==> config.mk <==
export PLATFORM = sky130hd
export DESIGN_NAME = pic_nch
export DESIGN_NICKNAME = d
export VERILOG_FILES = /design/src/rtl/pic_nch.sv
export SDC_FILE = /design/constraint.sdc
export NUM_CORES = 1
export LEC_CHECK = 0
export BUFFER_PORTS_ARGS = -buffer_cell sky130_fd_sc_hd__buf_4
export CAP_MARGIN = 0
export CORE_ASPECT_RATIO = 1.25
export CORE_MARGIN = 1.5
export CORE_UTILIZATION = 36
export DETAILED_ROUTE_END_ITERATION = 8
export PLACE_DENSITY_LB_ADDON = 0.15
export SLEW_MARGIN = 0
export SYNTH_ARGS = -nofsm -noshare
export SYNTH_HDL_FRONTEND = slang
export SYNTH_SLANG_ARGS = --single-unit
==> constraint.sdc <==
create_clock -name iClk -period 2.99 [get_ports iClk]
set_input_delay 0.1495 -clock iClk [delete_from_list [all_inputs] [get_ports iClk]]
set_output_delay 0.1495 -clock iClk [all_outputs]
set_load 0.01 [all_outputs]
==> src/rtl/pic_nch.sv <==
// 8259-subset interrupt controller: edge-triggered IRR, IMR/ISR, fixed priority,
// EOI, ICW init sequence and the two-cycle INTA vector protocol.
module pic_nch #(
    parameter int          NUM_IRQ        = 8,
    parameter logic [15:0] BASE_ADDR      = 16'h0020,
    parameter int          SYNC_STAGES    = 2,
    parameter logic [7:0]  DEFAULT_VECTOR = 8'h08
) (
    input  logic               iClk,
    input  logic               iRstN,
    input  logic [19:0]        iAddr,
    input  logic [7:0]         iData,
    input  logic               iWr,
    input  logic               iRd,
    input  logic [NUM_IRQ-1:0] iIrq,
    input  logic               iIntAck,
    output logic               oInt,
    output logic               oSel,
    output logic [7:0]         oData
);

    localparam logic [1:0] ST_IDLE = 2'd0;
    localparam logic [1:0] ST_ICW2 = 2'd1;
    localparam logic [1:0] ST_ICW4 = 2'd2;

    localparam logic [7:0] VALID_MASK = 8'((9'd1 << NUM_IRQ) - 9'd1);

    logic [7:0] irr_reg, irr_next;
    logic [7:0] isr_reg, isr_next;
    logic [7:0] imr_reg, imr_next;
    logic [7:0] vec_reg, vec_next;
    logic [2:0] frozen_reg, frozen_next;
    logic [1:0] state_reg, state_next;
    logic       icw4_exp_reg, icw4_exp_next;
    logic       rsel_reg, rsel_next;
    logic       phase_reg, phase_next;
    logic       inta_prev_reg;
    logic       int_reg, int_next;

    logic [NUM_IRQ-1:0] edge_det;
    logic [7:0]         edge8;

    // Per-line synchroniser followed by a registered previous value for edge detection
    generate
        for (genvar gi = 0; gi < NUM_IRQ; gi++) begin : g_sync
            logic [SYNC_STAGES-1:0] chain_reg;
            logic                   prev_reg;
            always_ff @(posedge iClk or negedge iRstN) begin
                if (!iRstN) begin
                    chain_reg <= '0;
                    prev_reg  <= 1'b0;
                end else begin
                    chain_reg <= {chain_reg[SYNC_STAGES-2:0], iIrq[gi]};
                    prev_reg  <= chain_reg[SYNC_STAGES-1];
                end
            end
            assign edge_det[gi] = chain_reg[SYNC_STAGES-1] & ~prev_reg;
        end
    endgenerate

    always_comb begin
        edge8                = '0;
        edge8[NUM_IRQ-1:0]   = edge_det;
    end

    logic       hit;
    logic       addr_unused;
    logic       wr_cmd, wr_data;
    logic       icw1, ocw2, ocw3, ns_eoi, sp_eoi;
    logic       inta_rise, inta1, cur_phase;
    logic [7:0] pending;
    logic       cand_valid;
    logic [2:0] cand_n;
    logic [3:0] isr_low_n;

    assign hit         = (iAddr[15:1] == BASE_ADDR[15:1]);
    assign addr_unused = ^iAddr[19:16];
    assign wr_cmd      = iWr & hit & ~iAddr[0];
    assign wr_data     = iWr & hit & iAddr[0];
    assign icw1        = wr_cmd & iData[4];
    assign ocw2        = wr_cmd & (iData[4:3] == 2'b00);
    assign ocw3        = wr_cmd & (iData[4:3] == 2'b01);
    assign ns_eoi      = ocw2 & (iData == 8'h20);
    assign sp_eoi      = ocw2 & (iData[7:3] == 5'b01100);
    assign inta_rise   = iIntAck & ~inta_prev_reg;
    assign inta1       = inta_rise & ~phase_reg;
    // Phase register toggles on the first INTA clock; hold the pre-toggle view for the whole cycle
    assign cur_phase   = inta_rise ? phase_reg : ~phase_reg;
    assign pending     = irr_reg & ~imr_reg;

    always_comb begin
        cand_valid = 1'b0;
        cand_n     = 3'd0;
        isr_low_n  = 4'd8;
        for (int i = 7; i >= 0; i--) begin
            if (pending[i]) begin
                cand_valid = 1'b1;
                cand_n     = 3'(i);
            end
            if (isr_reg[i]) begin
                isr_low_n = 4'(i);
            end
        end
    end

    assign int_next = cand_valid && ({1'b0, cand_n} < isr_low_n);

    always_comb begin
        irr_next      = irr_reg;
        isr_next      = isr_reg;
        imr_next      = imr_reg;
        vec_next      = vec_reg;
        frozen_next   = frozen_reg;
        state_next    = state_reg;
        icw4_exp_next = icw4_exp_reg;
        rsel_next     = rsel_reg;
        phase_next    = phase_reg;

        if (icw1) begin
            irr_next      = '0;
            isr_next      = '0;
            imr_next      = '0;
            phase_next    = 1'b0;
            state_next    = ST_ICW2;
            icw4_exp_next = iData[0];
        end else begin
            if (inta1 && cand_valid) begin
                irr_next[cand_n] = 1'b0;
            end
            // EOI clears before the INTA1 set so a same-cycle acknowledge survives
            if (ns_eoi && !isr_low_n[3]) begin
                isr_next[isr_low_n[2:0]] = 1'b0;
            end
            if (sp_eoi) begin
                isr_next[iData[2:0]] = 1'b0;
            end
            if (inta1 && cand_valid) begin
                isr_next[cand_n] = 1'b1;
            end
            if (inta_rise) begin
                phase_next = ~phase_reg;
            end
            if (wr_cmd) begin
                state_next = ST_IDLE;
            end
        end

        irr_next = (irr_next | edge8) & VALID_MASK;
        isr_next = isr_next & VALID_MASK;

        if (inta1) begin
            frozen_next = cand_valid ? cand_n : 3'd7;
        end

        if (ocw3 && iData[1]) begin
            rsel_next = iData[0];
        end

        if (wr_data) begin
            case (state_reg)
                ST_IDLE: imr_next = iData & VALID_MASK;
                ST_ICW2: begin
                    vec_next   = iData & 8'hF8;
                    state_next = icw4_exp_reg ? ST_ICW4 : ST_IDLE;
                end
                default: state_next = ST_IDLE;
            endcase
        end
    end

    always_ff @(posedge iClk or negedge iRstN) begin
        if (!iRstN) begin
            irr_reg       <= '0;
            isr_reg       <= '0;
            imr_reg       <= '0;
            vec_reg       <= DEFAULT_VECTOR & 8'hF8;
            frozen_reg    <= '0;
            state_reg     <= ST_IDLE;
            icw4_exp_reg  <= 1'b0;
            rsel_reg      <= 1'b0;
            phase_reg     <= 1'b0;
            inta_prev_reg <= 1'b0;
            int_reg       <= 1'b0;
        end else begin
            irr_reg       <= irr_next;
            isr_reg       <= isr_next;
            imr_reg       <= imr_next;
            vec_reg       <= vec_next;
            frozen_reg    <= frozen_next;
            state_reg     <= state_next;
            icw4_exp_reg  <= icw4_exp_next;
            rsel_reg      <= rsel_next;
            phase_reg     <= phase_next;
            inta_prev_reg <= iIntAck;
            int_reg       <= int_next;
        end
    end

    assign oInt = int_reg;
    assign oSel = (iRd & hit) | iIntAck;

    always_comb begin
        oData = 8'h00;
        if (iIntAck) begin
            oData = cur_phase ? (vec_reg | {5'd0, frozen_reg}) : 8'hFF;
        end else if (iRd && hit) begin
            if (iAddr[0]) begin
                oData = imr_reg;
            end else begin
                oData = rsel_reg ? isr_reg : irr_reg;
            end
        end
    end

endmodule

# ---- Word level (Yosys, flattened, before mapping)
# Cells that the tools add are included.
dict set report op_classes {
  n_bitwise 42
  order_cmp 7
  n_mul 0
  reduce_logical 13
  n_shift 0
  n_eq_ne 5
  div_mod_pow 0
  muxes 55
  add_sub_neg 0
}
# operator count
set ops {}
lappend ops {{$mux W8} 16}
lappend ops {{$and A8 B8 Y8} 4}
lappend ops {{$mux W4} 8}
lappend ops {{$not A8 Y8} 4}
lappend ops {{$mux W3} 9}
lappend ops {{$and A1 B1 Y1} 19}
lappend ops {{$or A8 B8 Y8} 2}
lappend ops {{$eq A15 B5 Y1 const B} 1}
lappend ops {{$mux W1} 14}
lappend ops {{$lt A3 B4 Y1 const B} 3}
lappend ops {{$not A1 Y1} 11}
lappend ops {{$demux W1 S3} 3}
lappend ops {{$ge A3 B1 Y1 const B} 3}
lappend ops {{$eq A8 B6 Y1 const B} 1}
lappend ops {{$logic_and A1 B1 Y1} 8}
lappend ops {{$mux W2} 4}
lappend ops {{$or A8 B3 Y8} 1}
lappend ops {{$eq A5 B4 Y1 const B} 1}
lappend ops {{$eq A2 B1 Y1 const B} 2}
lappend ops {{$logic_not A2 Y1} 2}
lappend ops {{$lt A3 B4 Y1} 1}
lappend ops {{$pmux W2 S2} 1}
lappend ops {{$reduce_and A2 Y1} 1}
lappend ops {{$reduce_bool A2 Y1} 1}
lappend ops {{other kinds (2)} 2}
dict set report word_totals {
  romBits 0
  memories 0
  latch_bits 0
  elab_cells 149
  inputBits 41
  ram_bits 0
  output_inout_bits 10
  reg_bits 63
}

# ---- Logic depth before layout (Yosys ltp)
# Gate-level depths: netlist of run 1.
dict set report logic_depth {
  word_depth 22
  ltp_mapped 8
  depth_no_buf 8
}

# ---- Worst setup path before layout of run 1
# OpenSTA, ideal clock, no wires.
dict set report synth_timing {
  path_kind {register to register}
  start {reg imr_reg[0]}
  end {reg irr_reg[2]}
  t_arrival_ns 1.595
  period_less_slack_ns 1.717
  path_stages_with_launch 6
  setup_ns 0.122
  path_buffers 0
  required_ns 2.868
  setup_slack_ns 1.273
  cell_sequence {dfrtp_1 -> nor2b_1 -> nor2_1 -> a311oi_1 -> nand4_1 -> a32o_1}
}
dict set report synth_via {
  elab_chain_len 12
  word_cells_on_any_way 15
  classes_between {order compare (2); mux (6); bitwise (5); reduce/logical (2)}
}
# item line_no
set synth_rtl {}
lappend synth_rtl {{start, declared} 30} ;# logic [7:0] imr_reg, imr_next;
lappend synth_rtl {{start signal, assigned} 187} ;# imr_reg <= imr_next;
lappend synth_rtl {{$not A8 Y8 (*)} 89} ;# assign pending = irr_reg & ~imr_reg;
lappend synth_rtl {{$and A8 B8 Y8 (*)} 89}
lappend synth_rtl {{$mux W3} 96} ;# if (pending[i]) begin
lappend synth_rtl {{$lt A3 B4 Y1 (not written as such) / $ge A3 B1 Y1 (equally long branches)} 128} ;# irr_next[cand_n] = 1'b0;
lappend synth_rtl {{$logic_and A1 B1 Y1 (not written as such)} 128}
lappend synth_rtl {{$mux W1 (not written as such)} 128}
lappend synth_rtl {{$demux W1 S3} 128}
lappend synth_rtl {{$not A8 Y8 (no line)} n/a}
lappend synth_rtl {{$and A8 B8 Y8 (no line)} n/a}
lappend synth_rtl {{$mux W8 (*)} 127} ;# if (inta1 && cand_valid) begin
lappend synth_rtl {{$mux W8 (*)} 119} ;# if (icw1) begin
lappend synth_rtl {{$or A8 B8 Y8 (*)} 148} ;# irr_next = (irr_next | edge8) & VALID_MASK;
lappend synth_rtl {{via irr_next[2]} 28} ;# logic [7:0] irr_reg, irr_next;
lappend synth_rtl {{end signal, assigned} 185} ;# irr_reg <= irr_next;
lappend synth_rtl {{end, declared} 28}
# Mark *: on every way through the listed nets, which the timed path passes. The rest lies on a longest branch.
# A chain may end at the register's enable or synchronous reset.

# ---- Final worst setup path of run 1
dict set report layout_timing {
  start {in iIntAck}
  end {reg irr_reg[7]}
}
dict set report layout_via {
  elab_chain_len 6
}
# item line_no
set layout_rtl {}
lappend layout_rtl {{start, declared} 16} ;# input logic iIntAck,
lappend layout_rtl {{$and A1 B1 Y1} 85} ;# assign inta_rise = iIntAck & ~inta_prev_reg;
lappend layout_rtl {{$and A1 B1 Y1} 86} ;# assign inta1 = inta_rise & ~phase_reg;
lappend layout_rtl {{via inta1} 70} ;# logic inta_rise, inta1, cur_phase;
lappend layout_rtl {{$logic_and A1 B1 Y1} 127}
lappend layout_rtl {{$mux W8} 127}
lappend layout_rtl {{$mux W8} 119}
lappend layout_rtl {{$or A8 B8 Y8} 148}
lappend layout_rtl {{via irr_next[7]} 28}
# The timed path passes the listed nets, and every way through them passes these cells.

==> metrics.cfg, run 1 <==
[logic_synthesis]
async_reset_ff_frac=1.00
synth_area_leaders=dfrtp_1, nand2_1, o21ai_0, nor2_1, mux2i_1
yosysUniqueCellTypes=50
ys_warn_count=0
ys_ff_latch=63
syn_avg_cell_area_um2=10.3
syn_nets=334
synth_cells=290
synthesis.area_mm2=0.00299
synth-main-ff-cell=dfrtp_1
synth_edf_count=0
yosysTopAreaCell=dfrtp_1
netlist.area_leader.share=0.520
seq_area_frac_synth=0.528

[timing]
setup_ws_ns=0.804
rsz0062_at_grt=no
maxSlewHeadroom=0.465
final.min_clock_period_ns=2.19
finalSetupTns_ns=0
report.final.slew_viol_count=0
finalCritPeriodShare=0.731
setup_violations=0
final.setup_skew_ns=0.00795
finalHoldViolCount=0
timing.fmax_mhz=457
worstMarginPinSlew_ns=0.795

[clock_network]
clockBufferDepth=2
clock_latency_ns=0.34
cts.repair.resized=0
clkSinkCount=63
cts_setup_buffers=0
clk_pin_slew_worst_paths_ns=0.07
cts_tree=done
htree_levels=3
root_buffer=clkbuf_8
cts_made_buffers=9
ctsHoldBuffers=10

[finish]
largest_register_ffs=16
drive_above_1_share=0.212
multi_input_area_mm2=0.00128
layout_common_cells=dfrtp_1, buf_4, nand2_1, nor2_1, o21ai_0
n_fill_cell=787
design_area_mm2=0.00371
antenna_cells=0
regArea_mm2=0.00158
fin_util=0.469
final_common_cell=dfrtp_1
area_growth_pct=24.4
fin_nets=388

[critical_path]
end_kind=flip-flop
cp.arrival_ns=2.41
worstSetupPathType=primary input to flip-flop
critPathMaxStageDelay_ns=0.53
worstPathRequired_ns=3.22
critPathLaunchType=primary input
path_cells=dlygate4sd3_1 > buf_4 > nor2b_1 > ha_1 > nand3_1 > nor3_1 > nand2_1 > a32o_1
crit_path_max_fanout=12
cp_slowest_cell=dlygate4sd3_1

[power_and_ir_drop]
powerDensity_mw_per_mm2=572
peakVddDrop_mv=0.264
p_leak_nw=1.60

[hold_path]
holdCritPathClass=primary input to flip-flop

[global_routing]
grt_pass1_vias=2359
grt_start_max_net_pins=64
top_usage_layer=met2
grt_use_met1=0.225
grt_use_met2=0.297
overflow=0
use_met3=0.0316
grt_usage=0.178
antenna_found_initial=0
grt_pass1_wl_um=12200

[drt]
vias_per_cell=5.39
wl_per_cell_um=16.5
ant_nets=0
drt_wl_total_um=7320
drc=0
drt_iter0_drc=116
num_vias=2391
firstDrtPassIters=4

[die]
die_width_um=84.5
start_util=0.377
die_h_um=105
num_rows=36
num_io_pins=51
dieArea_mm2=0.00885
core_mm2=0.00793

[place]
hpwl_um=5390
place_area_mm2=0.00339
port_buffers=46
preCtsSetupSlack_ns=0.844
gp_congestion=0.846

[outcome]
outcome=finished, final reports clean

[run]
maxCapViolations=0

[per-stage QoR]
stage	cells	total power [mW]	hold WS, ns
floorplan	290	1.16	-0.146
global placement	418	1.30	0.259
detailed placement	418	1.31	0.260
CTS	444	2.15	0.0352
global route	444	2.23	0.0528
finish	444	2.12	0.0536
[kinds of logic after synthesis]
kind of cell	synth area share
adder cells (fa/ha/maj)	0.0126
AND/OR/NAND/NOR	0.187
AO/OA/AOI/OAI	0.171
XOR/XNOR	0.00293
multiplexers	0.0557
flip-flops	0.529
buffers and inverters	0.0419
[Yosys cell counts (all sizes together), types with 2 or more instances]
cell type / n
o41ai: 3
ha: 3
nor2b: 7
nor3: 10
clkbuf: 10
o31ai: 3
mux2i: 8
o211ai: 2
nor2: 22
nand2: 29
a22o: 8
a311oi: 2
nand4b: 2
o21bai: 2
inv: 16
nor4b: 2
nor4: 6
o21ai: 17
a21oi: 13
o31a: 2
and4: 2
o22ai: 10
or4: 2
a31oi: 3
mux2: 6
nand2b: 11
buf: 4
nand4: 3
nor3b: 2
dfrtp: 62
a32o: 7
[path summary, 6_finish.rpt]
| kind | start | end | slack [ns] | cells after the start |
|---|---|---|---|---|
| max | iIntAck | irr_reg[7]$_DFF_PN0_ | 0.80 | 8 |
| min | iData[5] | imr_reg[5]$_DFF_PN0_ | 0.05 | 2 |
| max reg2reg | imr_reg[0]$_DFF_PN0_ | irr_reg[2]$_DFF_PN0_ | 0.81 | 5 |
| min reg2reg | g_sync[1].chain_reg[0]$_DFF_PN0_ | g_sync[1].chain_reg[1]$_DFF_PN0_ | 0.35 | 0 |
| max in group asynchronous | iRstN | oInt$_DFF_PN0_ | 2.05 | 2 |
| min in group asynchronous | iRstN | g_sync[7].chain_reg[0]$_DFF_PN0_ | 0.43 | 2 |
[area by class of cell]
| cell class | instances | area share |
|---|---|---|
| clock buffers | 11 | 0.0381 |
| flip-flops and latches | 63 | 0.425 |
| repair buffers | 57 | 0.122 |
| clock inverters | 5 | 0.0219 |
| multi-input cells | 197 | 0.345 |
| inverters | 16 | 0.0162 |
| well taps | 95 | 0.0320 |
[critical path, delay by kind of cell]
kind	cells	cell delay (ns)
AO/OA/AOI/OAI	1	0.28
adder cells (fa/ha/maj)	1	0.42
buffers and inverters	2	0.71
AND/OR/NAND/NOR	4	0.85
[routing by layer]
layer  up-vias  share of wire
met5         -              0
met4         0          0.022
met3        14          0.039
met2        50           0.50
met1      1165           0.43
li1       1162              -
[where the power goes]
group	internal, mW	total (mW)	switching [mW]
registers	0.916	0.974	0.0579
logic	0.154	0.324	0.171
clock network	0.492	0.827	0.335
No activity file was read; power rests on OpenSTA's default activity.
==> run 2, diff against run 1 <==
clock period = 2.1 ns   (was 2.99 ns; I/O delays follow)
==> run 2 against run 1 <==
Combinational power increased by 55%. Power increased by 44%. Critical path depth unchanged. Register-to-register slack got worse by 0.60 ns.
==> metrics.cfg, run 2 (synthesis gave the netlist of run 1 again) <==
[critical_path]
r2r-end=irr_reg[2]$_DFF_PN0_
crit_end=oData[5]
cp_slowest_cell=dlygate4sd3_1
worstPathRequired_ns=2.00
r2r_start=irr_reg[0]$_DFF_PN0_
critPathMaxStageDelay_ns=0.53
critPathLaunchType=primary input
cp.arrival_ns=1.84
cpMostUsedCell=buf_4
end_kind=primary output
critical_path_depth=8
cp_top_family=buffers and inverters
crit_path_max_fanout=12
reg2regPathDepth=6
path_cells=dlygate4sd3_1 > buf_4 > nor2b_1 > ha_1 > nand2_2 > o22ai_1 > nor2_1 > buf_4
worstSetupPathType=primary input to primary output
reg2reg_slack_ns=0.21
cp-startpoint=iIntAck
worst-path-buf-inv=3

[drt]
ant_nets=0
drt_iter0_drc=116
drt_wl_total_um=7690
firstDrtPassIters=4
wl_per_cell_um=16.8
vias_per_cell=5.34
drc=0
num_vias=2442

[timing]
rsz0062_at_grt=no
maxSlewHeadroom=0.460
finalSetupTns_ns=0
setup_violations=0
timing.fmax_mhz=515
final.min_clock_period_ns=1.94
setup_ws_ns=0.157
finalCritPeriodShare=0.925
worstMarginPinSlew_ns=0.810
finalHoldViolCount=0
final.setup_skew_ns=0.0106
report.final.slew_viol_count=0

[clock_network]
root_buffer=clkbuf_8
clkSinkCount=63
clk_pin_slew_worst_paths_ns=0.07
cts_tree=done
clock_latency_ns=0.34
htree_levels=3
clockBufferDepth=2
cts_made_buffers=9

[die]
core_mm2=0.00793
start_util=0.377
num_io_pins=51
num_rows=36
dieArea_mm2=0.00885
die_h_um=105
die_width_um=84.5

[hold_path]
holdCritPathClass=primary input to flip-flop

[global_routing]
grt_pass1_vias=2469
grt_pass1_wl_um=13000
overflow=0
grt_usage=0.190
grt_start_max_net_pins=64
antenna_found_initial=0

[finish]
final_common_cell=dfrtp_1
drive_above_1_share=0.243
largest_register_ffs=16
layout_common_cells=dfrtp_1, buf_4, nand2_1, nor2_1, o21ai_0
fin_util=0.482
fin_nets=401
antenna_cells=0
area_growth_pct=28.1

[power_and_ir_drop]
p_comb_frac=0.164
p_leak_nw=1.67
peakVddDrop_mv=0.441
swShare=0.266
clkPwrFrac=0.381
switching_power_mw=0.815
powerDensity_mw_per_mm2=801
seq_power_share=0.455
internal-power_mw=2.25

[outcome]
outcome=finished, final reports clean

[place]
hpwl_um=5680
gp_congestion=0.894
preCtsSetupSlack_ns=0.120
port_buffers=46

[run]
maxCapViolations=0

## run 2: cell count changes in the layout (fill, tap and decap cells not counted), sizes merged
cell and delta:
buf +12, dlygate4sd3 +1
## run 2: repair_timing
action                     CTS  global route
gates resized for setup      0             2
hold buffers                11             0
setup buffers                0             0
setup endpoints to repair    0             3
hold endpoints to repair    72             0
## run 2: power groups by stage
| stage | clock network [mW] | logic, mW | registers, mW |
|---|---|---|---|
| finish | 1.17 | 0.503 | 1.39 |
| global placement | 0 | 0.478 | 1.41 |
| global route | 1.25 | 0.559 | 1.41 |
| detailed placement | 0 | 0.482 | 1.42 |
| floorplan | 0 | 0.267 | 1.38 |
| CTS | 1.20 | 0.500 | 1.39 |
## run 2: layout make-up
type | count | area (µm²)
clock buffers | 11 | 141
fillers | 756 | 4100
clock inverters | 5 | 81.3
repair buffers | 70 | 553
well taps | 95 | 119
inverters | 16 | 60.1
multi-input cells | 197 | 1290
flip-flops and latches | 63 | 1580
## run 2: worst min path at each step
stage / start / endpoint / slack, ns / depth (start not counted)
2_1_floorplan: iRstN / frozen_reg[0]$_DFFE_PN0P_ / -0.19 / 0
3_5_place_dp: iIrq[1] / g_sync[1].chain_reg[0]$_DFF_PN0_ / 0.22 / 1
3_3_place_gp: iIrq[1] / g_sync[1].chain_reg[0]$_DFF_PN0_ / 0.21 / 1
5_1_grt: iData[7] / imr_reg[7]$_DFF_PN0_ / 0.01 / 2
4_1_cts: iData[7] / imr_reg[7]$_DFF_PN0_ / 0.009 / 2
6_report: iData[7] / imr_reg[7]$_DFF_PN0_ / 0.02 / 2
## run 2: per-stage QoR
stage / area, µm² / instances / power [mW] / hold slack [ns]
detailed placement: 3480 / 430 / 1.90 / 0.215
finish: 3820 / 457 / 3.06 / 0.0215
floorplan: 2990 / 290 / 1.65 / -0.191
global route: 3820 / 457 / 3.22 / 0.0146
CTS: 3810 / 457 / 3.09 / 0.00875
global placement: 3480 / 430 / 1.89 / 0.214
## run 2: routing by layer
metal | GRT usage | up-vias | routed length (µm)
met1 | 0.247 | 1171 | 3370
met2 | 0.305 | 69 | 3790
met3 | 0.0411 | 13 | 374
li1 | - | 1189 | -
met5 | 0 | - | 0
met4 | 0.0829 | 0 | 157
==> run 3, diff against run 2 <==
ABC_AREA = 1   (was not set)
CORE_UTILIZATION = 37   (was 36)
PLACE_DENSITY_LB_ADDON = not set   (was 0.15)
==> run 3 against run 2 <==
The flow now finishes with violations (design-rule violations). Synthesized cell count rose by 30%. Clock skew fell by 0.00066 ns. Sequential power fell by 4%. Hold slack improved by 0.024 ns. Utilization fell by 0.12 points. Combinational power fell by 5.4%. Worst setup slack improved by 0.00073 ns. Maximum frequency barely moved. Via count rose by 12%. First-iteration DRC count rose by 56%. Critical path type is now flip-flop to primary output. Critical endpoint is now oData[2]. Largest power group unchanged.
==> metrics.cfg, run 3 <==
[outcome]
outcome=finished, violations left
violations=design-rule violations

[logic_synthesis]
synthesis.area_mm2=0.00314
ys_top_cells_by_count=nand2_1, dfrtp_1, inv_1, nor2_1, nand3_1
yosysUniqueCellTypes=35
ys_warn_count=0
netlist.area_leader.share=0.494
async_reset_ff_frac=1.00
yosysTopAreaCell=dfrtp_1
ys_ff_latch=63
seq_area_frac_synth=0.502
synth_area_leaders=dfrtp_1, nand2_1, inv_1, nand3_1, nor2_1
syn_nets=422
yosysMostFrequentCell=nand2_1
syn_avg_cell_area_um2=8.31
synth_edf_count=0
synth_cells=378
synth-main-ff-cell=dfrtp_1

[place]
port_buffers=46
gp_congestion=0.942
place_area_mm2=0.00360
hpwl_um=6040

[timing]
finalCritPeriodShare=0.925
rsz0062_at_grt=no
finalHoldViolCount=0
report.final.slew_viol_count=0
final.setup_skew_ns=0.00999
maxSlewHeadroom=0.471
setup_violations=0
final.min_clock_period_ns=1.94
timing.fmax_mhz=515
finalSetupTns_ns=0
worstMarginPinSlew_ns=0.794
whs_ns=0.0458

[drt]
drc=7
drt_wl_total_um=7860
vias_per_cell=5.02
ant_nets=0
drt_iter0_drc=181
wl_per_cell_um=14.4
num_vias=2732
firstDrtPassIters=6

[critical_path]
crit_path_max_fanout=6
reg2reg_slack_ns=0.36
cp_slowest_cell=dfrtp_1
cp.arrival_ns=1.84
critPathLaunchType=flip-flop
worstPathRequired_ns=2.00
path_cells=nor2_1 > ha_1 > nand2_2 > inv_1 > a221oi_1 > buf_4
worstSetupPathType=flip-flop to primary output
critPathMaxStageDelay_ns=0.37
end_kind=primary output

[power_and_ir_drop]
powerDensity_mw_per_mm2=787
peakVddDrop_mv=0.461
p_leak_nw=1.96

[finish]
drive_above_1_share=0.213
antenna_cells=0
area_growth_pct=26.2
final_common_cell=nand2_1
layout_common_cells=nand2_1, inv_1, dfrtp_1, buf_4, nor2_1
design_area_mm2=0.00397
fin_nets=486
largest_register_ffs=16

[clock_network]
cts_setup_buffers=0
htree_levels=3
clkSinkCount=63
clockBufferDepth=2
cts_made_buffers=9
root_buffer=clkbuf_8
cts_tree=done
clk_pin_slew_worst_paths_ns=0.08
clock_latency_ns=0.33

[global_routing]
grt_usage=0.190
overflow=0
antenna_found_initial=0
grt_pass1_wl_um=13000
grt_start_max_net_pins=64
grt_pass1_vias=2742

[die]
die_width_um=85.4
core_mm2=0.00824
num_rows=37
start_util=0.381
die_h_um=106
dieArea_mm2=0.00906
num_io_pins=51

[run]
maxCapViolations=0

[hold_path]
holdCritPathClass=primary input to flip-flop

[run 3: cell types whose count changed after synthesis, moves of 7 or more]
cell | previous run | this run
mux2i_1 | 8 | 0
clkbuf_1 | 10 | 3
a21oi_1 | 13 | 20
nor2b_1 | 7 | 0
o21ai_1 | 0 | 22
o22ai_1 | 10 | 0
nand3_1 | 1 | 29
inv_1 | 16 | 62
nand2b_1 | 11 | 0
nand3_2 | 0 | 8
nor2_1 | 22 | 34
a22o_1 | 8 | 0
a32o_1 | 7 | 0
nand2_1 | 28 | 66
[run 3: per-stage QoR]
step,cells,setup slack [ns],utilization,total power [mW]
2_1_floorplan,378,0.567,-,1.61
3_3_place_gp,518,0.405,0.436,1.80
3_5_place_dp,518,0.390,0.436,1.81
4_1_cts,544,0.0582,0.479,3.16
5_1_grt,544,0.0233,0.481,3.29
6_report,544,0.158,0.481,3.12
[run 3: cell families after synthesis]
kind of cell    share of synthesized area
compound gates                      0.128
xor+xnor                          0.00279
fa+ha+maj                          0.0119
buf+inv                            0.0876
flops                               0.502
simple gates                        0.267
[run 3: report_power, final]
part	leakage, nW	internal (mW)	switching, mW
Sequential	0.749	1.30	0.0338
Clock	0.127	0.829	0.483
Combinational	1.08	0.197	0.279
Total	1.96	2.32	0.796
[run 3: worst max-delay path, delay by kind of cell, from the launching register on]
kind,cells,cell delay (ns)
buffers and inverters,2,0.27
AO/OA/AOI/OAI,1,0.30
flip-flops,1,0.37
adder cells (fa/ha/maj),1,0.27
AND/OR/NAND/NOR,2,0.29
[run 3: cell type report]
type	instances	area, µm²
timing repair buffer	58	460
multi-input combinational	244	1300
clock inverter	6	116
inverter	66	248
tap	97	121
sequential	63	1580
fill	841	4280
clock buffer	10	138
[run 3: final timing paths]
check | startpoint | endpoint | cells after the start
max in group asynchronous | iRstN | g_sync[2].chain_reg[1]$_DFF_PN0_ | 2
worst min register to register | g_sync[4].chain_reg[0]$_DFF_PN0_ | g_sync[4].chain_reg[1]$_DFF_PN0_ | 0
min in group asynchronous | iRstN | g_sync[4].prev_reg$_DFF_PN0_ | 2
worst min-delay path | iData[5] | vec_reg[5]$_DFFE_PN0P_ | 3
worst max register to register | imr_reg[7]$_DFF_PN0_ | oInt$_DFF_PN0_ | 11
worst max-delay path | inta_prev_reg$_DFF_PN0_ | oData[2] | 6
[run 3: timing repair]
action	in CTS	in global routing
resized for setup	0	3
setup endpoints to repair	0	3
hold buffers	10	0
endpoints found under the hold margin	71	0
[run 3: per-layer routing]
layer / routed length (µm) / global-route usage / share of wire / up-vias
met5: 0 / 0 / 0 / -
met4: 251 / 0.0933 / 0.032 / 0
met3: 420 / 0.0427 / 0.053 / 14
met2: 3930 / 0.325 / 0.50 / 70
met1: 3250 / 0.221 / 0.41 / 1279
li1: - / - / - / 1369
